--- config.mk ---
export PLATFORM = sky130hd
export DESIGN_NAME = multi_edge_detector
export DESIGN_NICKNAME = d
export VERILOG_FILES = /design/src/rtl/multi_edge_detector.sv
export SDC_FILE = /design/constraint.sdc
export NUM_CORES = 1
export LEC_CHECK = 0
export ABC_AREA = 1
export ABC_CLOCK_PERIOD_IN_PS = 6900
export CORE_ASPECT_RATIO = 0.75
export CORE_MARGIN = 4
export CORE_UTILIZATION = 30
export DETAILED_ROUTE_END_ITERATION = 16
export PLACE_DENSITY_LB_ADDON = 0.1
export SYNTH_ARGS = -nofsm -noshare
export SYNTH_HDL_FRONTEND = slang
export SYNTH_SLANG_ARGS = --single-unit
--- constraint.sdc ---
create_clock -name clk -period 6.9 [get_ports clk]
set_input_delay 1.38 -clock clk [delete_from_list [all_inputs] [get_ports clk]]
set_output_delay 1.38 -clock clk [all_outputs]
set_load 0.1 [all_outputs]
--- src/rtl/multi_edge_detector.sv ---
// Per-channel synchroniser, debouncer and rise/fall pulse generator, with a
// mode-qualified edge output and a saturating aggregate edge counter.
module multi_edge_detector #(
   parameter int CHANNELS        = 4,
   parameter int SYNC_STAGES     = 2,
   parameter int DEBOUNCE_CYCLES = 4,
   parameter int CNT_WIDTH       = 8
) (
   input  logic                 clk,
   input  logic                 rst,
   input  logic [CHANNELS-1:0]  signal,
   input  logic [1:0]           mode,
   input  logic                 clear_count,
   output logic [CHANNELS-1:0]  level,
   output logic [CHANNELS-1:0]  rise_pulse,
   output logic [CHANNELS-1:0]  fall_pulse,
   output logic [CHANNELS-1:0]  outedge,
   output logic [CNT_WIDTH-1:0] edge_count
);
   localparam int DW = $clog2(DEBOUNCE_CYCLES) + 1;
   localparam int SW = CNT_WIDTH + $clog2(CHANNELS) + 1;
   localparam logic [DW-1:0] DLAST = DW'(DEBOUNCE_CYCLES - 1);
   localparam logic [SW-1:0] CMAX  = SW'({CNT_WIDTH{1'b1}});

   logic [SYNC_STAGES-1:0][CHANNELS-1:0] sync_q, sync_d;
   logic [CHANNELS-1:0][DW-1:0]          dcnt_q, dcnt_d;
   logic [CHANNELS-1:0]                  level_q, level_d;
   logic [CHANNELS-1:0]                  rise_q, rise_d;
   logic [CHANNELS-1:0]                  fall_q, fall_d;
   logic [CNT_WIDTH-1:0]                 count_q, count_d;
   logic [CHANNELS-1:0]                  sync;
   logic [SW-1:0]                        sum;

   assign sync = sync_q[SYNC_STAGES-1];

   always_comb begin
      sync_d    = sync_q;
      sync_d[0] = signal;
      for (int s = 1; s < SYNC_STAGES; s++) begin
         sync_d[s] = sync_q[s-1];
      end
   end

   // Any cycle where sync matches the stable level restarts the qualification.
   always_comb begin
      level_d = level_q;
      dcnt_d  = dcnt_q;
      for (int c = 0; c < CHANNELS; c++) begin
         if (sync[c] == level_q[c]) begin
            dcnt_d[c] = '0;
         end else if (dcnt_q[c] == DLAST) begin
            level_d[c] = sync[c];
            dcnt_d[c]  = '0;
         end else begin
            dcnt_d[c] = dcnt_q[c] + DW'(1);
         end
      end
      rise_d = level_d & ~level_q;
      fall_d = ~level_d & level_q;
   end

   always_comb begin
      outedge = '0;
      case (mode)
         2'b00:   outedge = rise_q;
         2'b01:   outedge = fall_q;
         2'b10:   outedge = rise_q | fall_q;
         default: outedge = '0;
      endcase
   end

   // Wide sum so adding every channel's edge to a full counter cannot wrap.
   always_comb begin
      sum = SW'(count_q);
      for (int c = 0; c < CHANNELS; c++) begin
         sum = sum + SW'(outedge[c]);
      end
      if (clear_count) begin
         count_d = '0;
      end else if (sum > CMAX) begin
         count_d = '1;
      end else begin
         count_d = sum[CNT_WIDTH-1:0];
      end
   end

   always_ff @(posedge clk) begin
      if (rst) begin
         sync_q  <= '0;
         dcnt_q  <= '0;
         level_q <= '0;
         rise_q  <= '0;
         fall_q  <= '0;
         count_q <= '0;
      end else begin
         sync_q  <= sync_d;
         dcnt_q  <= dcnt_d;
         level_q <= level_d;
         rise_q  <= rise_d;
         fall_q  <= fall_d;
         count_q <= count_d;
      end
   end

   assign level      = level_q;
   assign rise_pulse = rise_q;
   assign fall_pulse = fall_q;
   assign edge_count = count_q;

endmodule

# ---- Word level (Yosys, flattened, before mapping)
# Index checks and enable logic that the tools add are counted.
dict set report op_classes {
  add_sub_neg 8
  magnitude_cmp 1
  eq_ne 10
  mux 10
  n_bitwise 5
  n_reduce_logical 6
}
# cell count
set op_table {}
lappend op_table {{adder 3 x 1 -> 3 bit, second input constant} 4}
lappend op_table {{equality test 3 x 2 -> 1 bit, second input constant} 4}
lappend op_table {{case mux 4 bit (3 select lines)} 1}
lappend op_table {{OR reduction 3 bit} 4}
lappend op_table {{adder 10 x 1 -> 11 bit} 1}
lappend op_table {{adder 11 x 1 -> 11 bit} 1}
lappend op_table {{> comparator 11 x 8 -> 1 bit, second input constant} 1}
lappend op_table {{adder 9 x 1 -> 10 bit} 1}
lappend op_table {{adder 8 x 1 -> 9 bit} 1}
lappend op_table {{bitwise AND 4 bit} 2}
lappend op_table {{2-to-1 mux 1 bit} 8}
lappend op_table {{2-to-1 mux 8 bit} 1}
lappend op_table {{inverter 4 bit} 2}
lappend op_table {{equality test 1 bit} 4}
lappend op_table {{OR 4 bit} 1}
lappend op_table {{equality test 2 x 1 -> 1 bit, second input constant} 1}
lappend op_table {{equality test 2 bit, second input constant} 1}
lappend op_table {{logical NOT 2 bit} 1}
lappend op_table {{OR reduction 2 bit} 1}
dict set report word_totals {
  ff_bits 40
  in_bits 9
  out_inout_bits 24
}

# ---- Longest topological paths before layout
# Gate-level depths: netlist (run 1).
dict set report depth {
  depth_word 8
  mapped_depth 15
}

# ---- Worst setup path after synthesis (run 1)
# Ideal clock, no wire load.
dict set report synth_timing {
  path_kind {input to register}
  startpoint {input mode[0]}
  endpoint {register count_q[5], in the netlist edge_count[5]}
  setup_time_ps 64
  arrival_time_ps 5504
  slack_ps 1332
  stages 12
  n_path_buf 0
  cell_sequence {o21ai_0 -> inv_1 -> fa_1 -> fa_1 -> inv_1 -> fa_1 -> nand2_2 -> nor2_4 -> nand3_2 -> nand2_1 -> nor2_1 -> nor2_1}
}
dict set report synth_via {
  elab_chain_len 8
  elab_cells_between_ends 10
  classes_between {add/sub: 4; order compare: 1; eq/ne: 2; mux: 2; reduce/logical: 1}
}
# item line_no
set synth_rtl {}
lappend synth_rtl {{start, declared} 12} ;# input logic [1:0] mode,
lappend synth_rtl {{equality test 2 bit, or another cell as far along} 64} ;# case (mode)
lappend synth_rtl {{case mux 4 bit (3 select lines) *} 64}
lappend synth_rtl {{adder 8 x 1 -> 9 bit} 76} ;# sum = sum + SW'(outedge[c]);
lappend synth_rtl {{adder 9 x 1 -> 10 bit} 76}
lappend synth_rtl {{adder 10 x 1 -> 11 bit} 76}
lappend synth_rtl {{adder 11 x 1 -> 11 bit *} 76}
lappend synth_rtl {{> comparator 11 x 8 -> 1 bit} 80} ;# end else if (sum > CMAX) begin
lappend synth_rtl {{2-to-1 mux 8 bit *} 80}
lappend synth_rtl {{end signal, assigned} 101} ;# count_q <= count_d;
lappend synth_rtl {{end, declared} 30} ;# logic [CNT_WIDTH-1:0] count_q, count_d;
# Every way passes the cells marked *; elsewhere a longest branch is shown, timed or not.
# A chain may end at the register's enable or synchronous reset.

# ---- Final worst setup path (run 1)
dict set report layout_timing {
  startpoint {input mode[0]}
  endpoint {output outedge[2]}
}
dict set report layout_via {
  elab_chain_len 2
  elab_cells_between_ends 4
  classes_between {eq/ne: 2; mux: 1; reduce/logical: 1}
}
# item line_no
set layout_rtl {}
lappend layout_rtl {{equality test 2 bit, or another cell as far along} 64}
lappend layout_rtl {{case mux 4 bit (3 select lines) *} 64}
lappend layout_rtl {{end, declared} 17} ;# output logic [CHANNELS-1:0] outedge,
# Marked as above.

==> impl_metrics.env, run 1 <==
export IMPL_status="complete, no violations"
export IMPL_maxSlewHeadroom=0.347
export IMPL_cts_tree="built"
export IMPL_grt_pass1_vias=1096
export IMPL_dieArea_mm2=0.00661
export IMPL_port_buffers=32
export IMPL_rows=22
export IMPL_fp_dieH_um=71.4
export IMPL_io_pins=33
export IMPL_gr_total_overflow=0
export IMPL_worstSetupStartpoint="mode[0]"
export IMPL_numCtsBuffers=5
export IMPL_cp_start_kind="input pin"
export IMPL_insertion_delay_ns=0.29
export IMPL_min_from="sync_d[7]"
export IMPL_antenna_found_initial=0
export IMPL_vdd_drop_max_v=0.000107
export IMPL_dr_pass1_iters=4
export IMPL_cts_setup_buffers=0
export IMPL_hpwl_um=2280
export IMPL_clk_pin_slew_worst_paths_ns=0.08
export IMPL_syn_nets=216
export IMPL_mappedNetlistArea_mm2=0.00161
export IMPL_diodes=0
export IMPL_drc_errors=0
export IMPL_max_freq_mhz=206
export IMPL_syn_avg_cell_area_um2=8.25
export IMPL_r2r_start="rise_pulse[3]"
export IMPL_critical_path_arrival_ns=3.47
export IMPL_hold_ws_ns=0.396
export IMPL_globalplace_congestion=0.721
export IMPL_viasPerCell=4.09
export IMPL_power_density_mw_per_mm2=207
export IMPL_worstHoldPathCells=2
export IMPL_cts_hold_buf=0
export IMPL_worst_slew_pin_slew_ns=0.976
export IMPL_min_period_ns=4.85
export IMPL_grt_pass1_wl_um=4950
export IMPL_drv_slew=0
export IMPL_pre_cts_slack_ns=2.04
export IMPL_final_antenna_net_count=0
export IMPL_crit_fanout=4
export IMPL_drive_gt1_frac=0.0474
export IMPL_cp_end_kind="output pin"
export IMPL_yosys_area_top_type="dfxtp_1"
export IMPL_cap_violations=0
export IMPL_dp_cells=296
export IMPL_rsz0062_at_grt="false"
export IMPL_h_tree_depth=2
export IMPL_cts_buffer_depth=2
export IMPL_tns_ns=0
export IMPL_path_class="input pin to output pin"
export IMPL_leakage_nw=0.838
export IMPL_synth_area_leaders="dfxtp_1 (50%), inv_1 (10%), nor2_1 (8.2%)"
export IMPL_hold_violations=0
export IMPL_synth_cells=195
export IMPL_fp_dieW_um=92.6
export IMPL_num_nets_final=252
export IMPL_clock_sinks=40
export IMPL_vias=1242
export IMPL_syn_to_final_growth_pct=31.6
export IMPL_fin_crit_sh=0.702
export IMPL_start_util=0.319
export IMPL_yosysWarnings=0
export IMPL_ys_ff_latch=40
export IMPL_worstPathRequired_ns=5.52
export IMPL_finalSetupViolCount=0
export IMPL_synth_top_area_frac=0.498
export IMPL_grt_max_degree=26
export IMPL_grt_use_total=0.0959
export IMPL_cts_resized=0
export IMPL_first_iter_violations=29
export IMPL_layout_cells_non_filler=304
export IMPL_drt_wirelength_per_cell_um=9.84
export IMPL_min_path_type="flip-flop to flip-flop"
export IMPL_r2r_cells=13
export IMPL_fin_ws_ns=2.05
export IMPL_placeableCoreArea_mm2=0.00504
export IMPL_skew_ns=0.00515
export IMPL_ys_seq_area_frac=0.498
export IMPL_cts_root_buf="clkbuf_8"
export IMPL_routed_wl_um=2990
export IMPL_synth_cell_type_count=20
## final timing paths
kind              endpoint  slack, ns
max             outedge[2]       2.05
min                sync[3]       0.40
min reg2reg        sync[3]       0.40
max reg2reg  edge_count[3]       4.36
## power breakdown
group / switching, W / internal [W]
clock: 0.0000826 / 0.000107
combinational: 0.00000752 / 0.00000634
sequential: 0.00000130 / 0.000234
## metrics by stage
| step | power (W) | cell area [um2] | utilization |
|---|---|---|---|
| 4_1_cts | 0.000445 | 2120 | 0.420 |
| 2_1_floorplan | 0.000248 | 1610 | - |
| 6_report | 0.000438 | 2120 | 0.420 |
| 3_3_place_gp | 0.000254 | 2010 | 0.398 |
| 5_1_grt | 0.000459 | 2120 | 0.420 |
| 3_5_place_dp | 0.000254 | 2010 | 0.398 |
## synth_stat cells (all sizes together)
cell,number
a211oi,4
a21oi,13
buf,2
clkbuf,1
dfxtp,40
fa,3
ha,9
inv,44
nand2,20
nand3,11
nor2,36
nor3,1
nor4,4
o211ai,4
o21ai,1
o21bai,1
xnor2,1
## cell type report
cell class              count  area (um2)
fillers                   522        2920
clock buffers               5        68.8
flip-flops and latches     40         801
multi-input cells         108         629
well taps                  72        90.1
repair buffers             32         320
inverters                  44         165
clock inverters             3        42.5
## layer usage
layer,up-vias,GRT usage,part of all wire
li1,680,-,-
met1,528,0.133,0.53
met2,27,0.130,0.39
met3,7,0.0336,0.060
met4,0,0.0494,0.020
met5,-,0,0
## state kept, by name (all words and copies together) (netlist names)
| signal | flops |
|---|---|
| rise_pulse | 4 |
| fall_pulse | 4 |
| sync_d | 4 |
| edge_count | 8 |
| level | 4 |
| sync | 4 |
| dcnt_q | 12 |
## placed cells by master, fill, tap and decap left out
cell type	n
a211oi_1	4
a21oi_1	13
bufinv_16	1
clkbuf_8	5
clkdlybuf4s50_1	32
clkinv_2	1
clkinvlp_4	1
dfxtp_1	40
fa_1	3
ha_1	9
inv_1	44
nand2_1	19
nand2_2	1
nand3_1	10
nand3_2	1
nor2_1	35
nor2_4	1
nor3_1	1
nor4_1	4
o211ai_1	4
o21ai_0	1
o21bai_1	1
xnor2_1	1
## kinds of logic (layout without fill, tap and decap cells)
group	Yosys count	count (layout)	synth area share
AND/OR/NAND/NOR	72	72	0.193
AO/OA/AOI/OAI	23	23	0.0855
XOR/XNOR	1	1	0.00544
buffers and inverters	47	84	0.111
adder cells (fa/ha/maj)	12	12	0.107
flip-flops	40	40	0.498
## worst max-delay path, stage by stage
cell,delay [ns]
clkdlybuf4s50_1,0.52
nor2_1,0.05
inv_1,0.09
nand2_1,0.07
a21oi_1,0.18
clkdlybuf4s50_1,1.17
Note: power is estimated with default switching activity, not from simulation.
==> run 2: changes to the inputs <==
ABC_CLOCK_PERIOD_IN_PS = 4100   (was 6900)
clock period = 4.1 ns   (was 6.9 ns; I/O delays follow)
==> run 2 against run 1 <==
- flip-flop and latch count did not move
- via count rose by 0.72%
- critical path depth rose by 10
- largest cell class unchanged
- largest power group unchanged
==> impl_metrics.env, run 2 (synthesis results as in run 1) <==
export IMPL_status="complete, no violations"
export IMPL_met1Wirelength_um=1520
export IMPL_hpwl_um=2270
export IMPL_intPower_w=0.000539
export IMPL_r2r_cells=13
export IMPL_drv_slew=0
export IMPL_fin_crit_sh=0.823
export IMPL_p_switching_w=0.000142
export IMPL_vias=1251
export IMPL_grt_pass1_wl_um=4870
export IMPL_nFillCells=515
export IMPL_placedInstanceArea_mm2=0.00202
export IMPL_wl_met2_um=1140
export IMPL_power_w=0.000680
export IMPL_syn_to_final_growth_pct=31.2
export IMPL_finalSetupViolCount=0
export IMPL_first_iter_violations=16
export IMPL_crit_slowest_cell="clkdlybuf4s50_1"
export IMPL_max_freq_mhz=296
export IMPL_cts_setup_buffers=0
export IMPL_dieArea_mm2=0.00661
export IMPL_globalplace_congestion=0.755
export IMPL_hold_violations=0
export IMPL_switching_share=0.209
export IMPL_io_pins=33
export IMPL_skew_ns=0.00689
export IMPL_cts_buffer_depth=2
export IMPL_fp_dieH_um=71.4
export IMPL_tns_ns=0
export IMPL_grt_pass1_vias=1087
export IMPL_power_frac_seq=0.581
export IMPL_placeableCoreArea_mm2=0.00504
export IMPL_rr_endpoint="edge_count[5]"
export IMPL_routed_wl_um=2880
export IMPL_fin_area_mm2=0.00211
export IMPL_min_from="sync_d[6]"
export IMPL_pwr_share_comb=0.036
export IMPL_dr_pass1_iters=4
export IMPL_power_share_clock=0.383
export IMPL_top_layer="met4"
export IMPL_worstHoldPathCells=2
export IMPL_layout_commonest_cell="inv_1"
export IMPL_gr_total_overflow=0
export IMPL_drive_gt1_frac=0.0858
export IMPL_max_stage_delay_ns=0.54
export IMPL_cts_root_buf="clkbuf_8"
export IMPL_port_buffers=32
export IMPL_clock_sinks=40
export IMPL_grt_use_total=0.0929
export IMPL_cts_tree="built"
export IMPL_cts_hold_buf=0
export IMPL_largest_reg_flops=12
export IMPL_dr_wl_met3_um=187
export IMPL_min_path_type="flip-flop to flip-flop"
export IMPL_worstPathRequired_ns=4.33
export IMPL_insertion_delay_ns=0.28
export IMPL_r2r_slack_ns=1.61
export IMPL_grt_max_degree=15
export IMPL_min_period_ns=3.37
export IMPL_antenna_found_initial=0
export IMPL_hold_end="sync[2]"
export IMPL_power_density_mw_per_mm2=322
export IMPL_diodes=0
export IMPL_fp_dieW_um=92.6
export IMPL_leakage_nw=0.850
export IMPL_cp_start_kind="input pin"
export IMPL_num_nets_final=253
export IMPL_rows=22
export IMPL_vdd_drop_max_v=0.000153
export IMPL_multi_input_area_um2=644
export IMPL_layout_common_cells="inv_1 (44), dfxtp_1 (40), nor2_1 (35), clkdlybuf4s50_1 (28), nand2_1 (19)"
export IMPL_rsz0062_at_grt="false"
export IMPL_h_tree_depth=2
export IMPL_drt_wirelength_per_cell_um=9.45
export IMPL_crit_fanout=6
export IMPL_start_util=0.319
export IMPL_numCtsBuffers=5
export IMPL_drc_errors=0
export IMPL_cp_cell_sequence="clkdlybuf4s50_1, nor2_1, inv_1, nand2_1, a21oi_2, inv_1, fa_1, fa_1, inv_1, fa_1, nand2_2, nor2_4, nand3_2, nand2_1, nor2_1, nor2_1"
export IMPL_maxSlewHeadroom=0.350
export IMPL_path_class="input pin to flip-flop"
export IMPL_worst_slew_pin_slew_ns=0.972
export IMPL_clk_pin_slew_worst_paths_ns=0.08
export IMPL_final_antenna_net_count=0
export IMPL_cap_violations=0
export IMPL_viasPerCell=4.10
export IMPL_regMostFlops="dcnt_q"
export IMPL_critical_path_arrival_ns=3.60
export IMPL_cp_end_kind="flip-flop"
export IMPL_regArea_um2=801
export IMPL_r2r_start="rise_pulse[1]"
export IMPL_cts_resized=0
## run 2: cell types whose count changed in the layout (fill, tap and decap cells not counted), moves of 3 or more
cell | previous run | this run
a21oi_2 | 0 | 3
buf_4 | 0 | 5
a21oi_1 | 13 | 10
clkdlybuf4s50_1 | 32 | 28
## run 2: critical path, delay by kind of cell
family	cells	cell delay [ns]
adder cells (fa/ha/maj)	3	1.08
buffers and inverters	4	0.82
AND/OR/NAND/NOR	8	0.73
AO/OA/AOI/OAI	1	0.16
## run 2: worst max-delay path by stage
| stage | end | start |
|---|---|---|
| after global routing | edge_count[5] | mode[0] |
| after global placement | edge_count[5] | mode[0] |
| after floorplan | edge_count[5] | fall_pulse[1] |
| after detailed placement | edge_count[5] | mode[0] |
| after CTS | edge_count[5] | mode[0] |
| final | edge_count[5] | mode[0] |
## run 2: final cells by class
cell class | instances | share of cell area
timing repair buffer | 33 | 0.151
multi-input combinational | 108 | 0.305
clock inverter | 2 | 0.00474
sequential | 40 | 0.379
inverter | 44 | 0.0782
clock buffer | 6 | 0.0391
tap | 72 | 0.0427
## run 2: power groups by stage
stage          Clock [W]  Combinational (W)  Sequential, W
3_3_place_gp           0          0.0000248       0.000404
2_1_floorplan          0          0.0000136       0.000404
6_report        0.000260          0.0000247       0.000395
3_5_place_dp           0          0.0000249       0.000404
4_1_cts         0.000275          0.0000250       0.000395
5_1_grt         0.000286          0.0000282       0.000396
## run 2: per-layer routing
metal	vias up	GRT usage
met4	0	0.0346
met2	22	0.137
met1	543	0.122
li1	681	-
met5	-	0
met3	5	0.0378
## run 2: stage by stage
stage	util	hold WS (ns)	setup slack, ns	cells
floorplan	-	0.388	0.0603	195
global placement	0.401	0.391	0.523	297
detailed placement	0.401	0.393	0.431	297
CTS	0.419	0.404	0.720	305
global route	0.419	0.424	0.405	305
finish	0.419	0.402	0.727	305
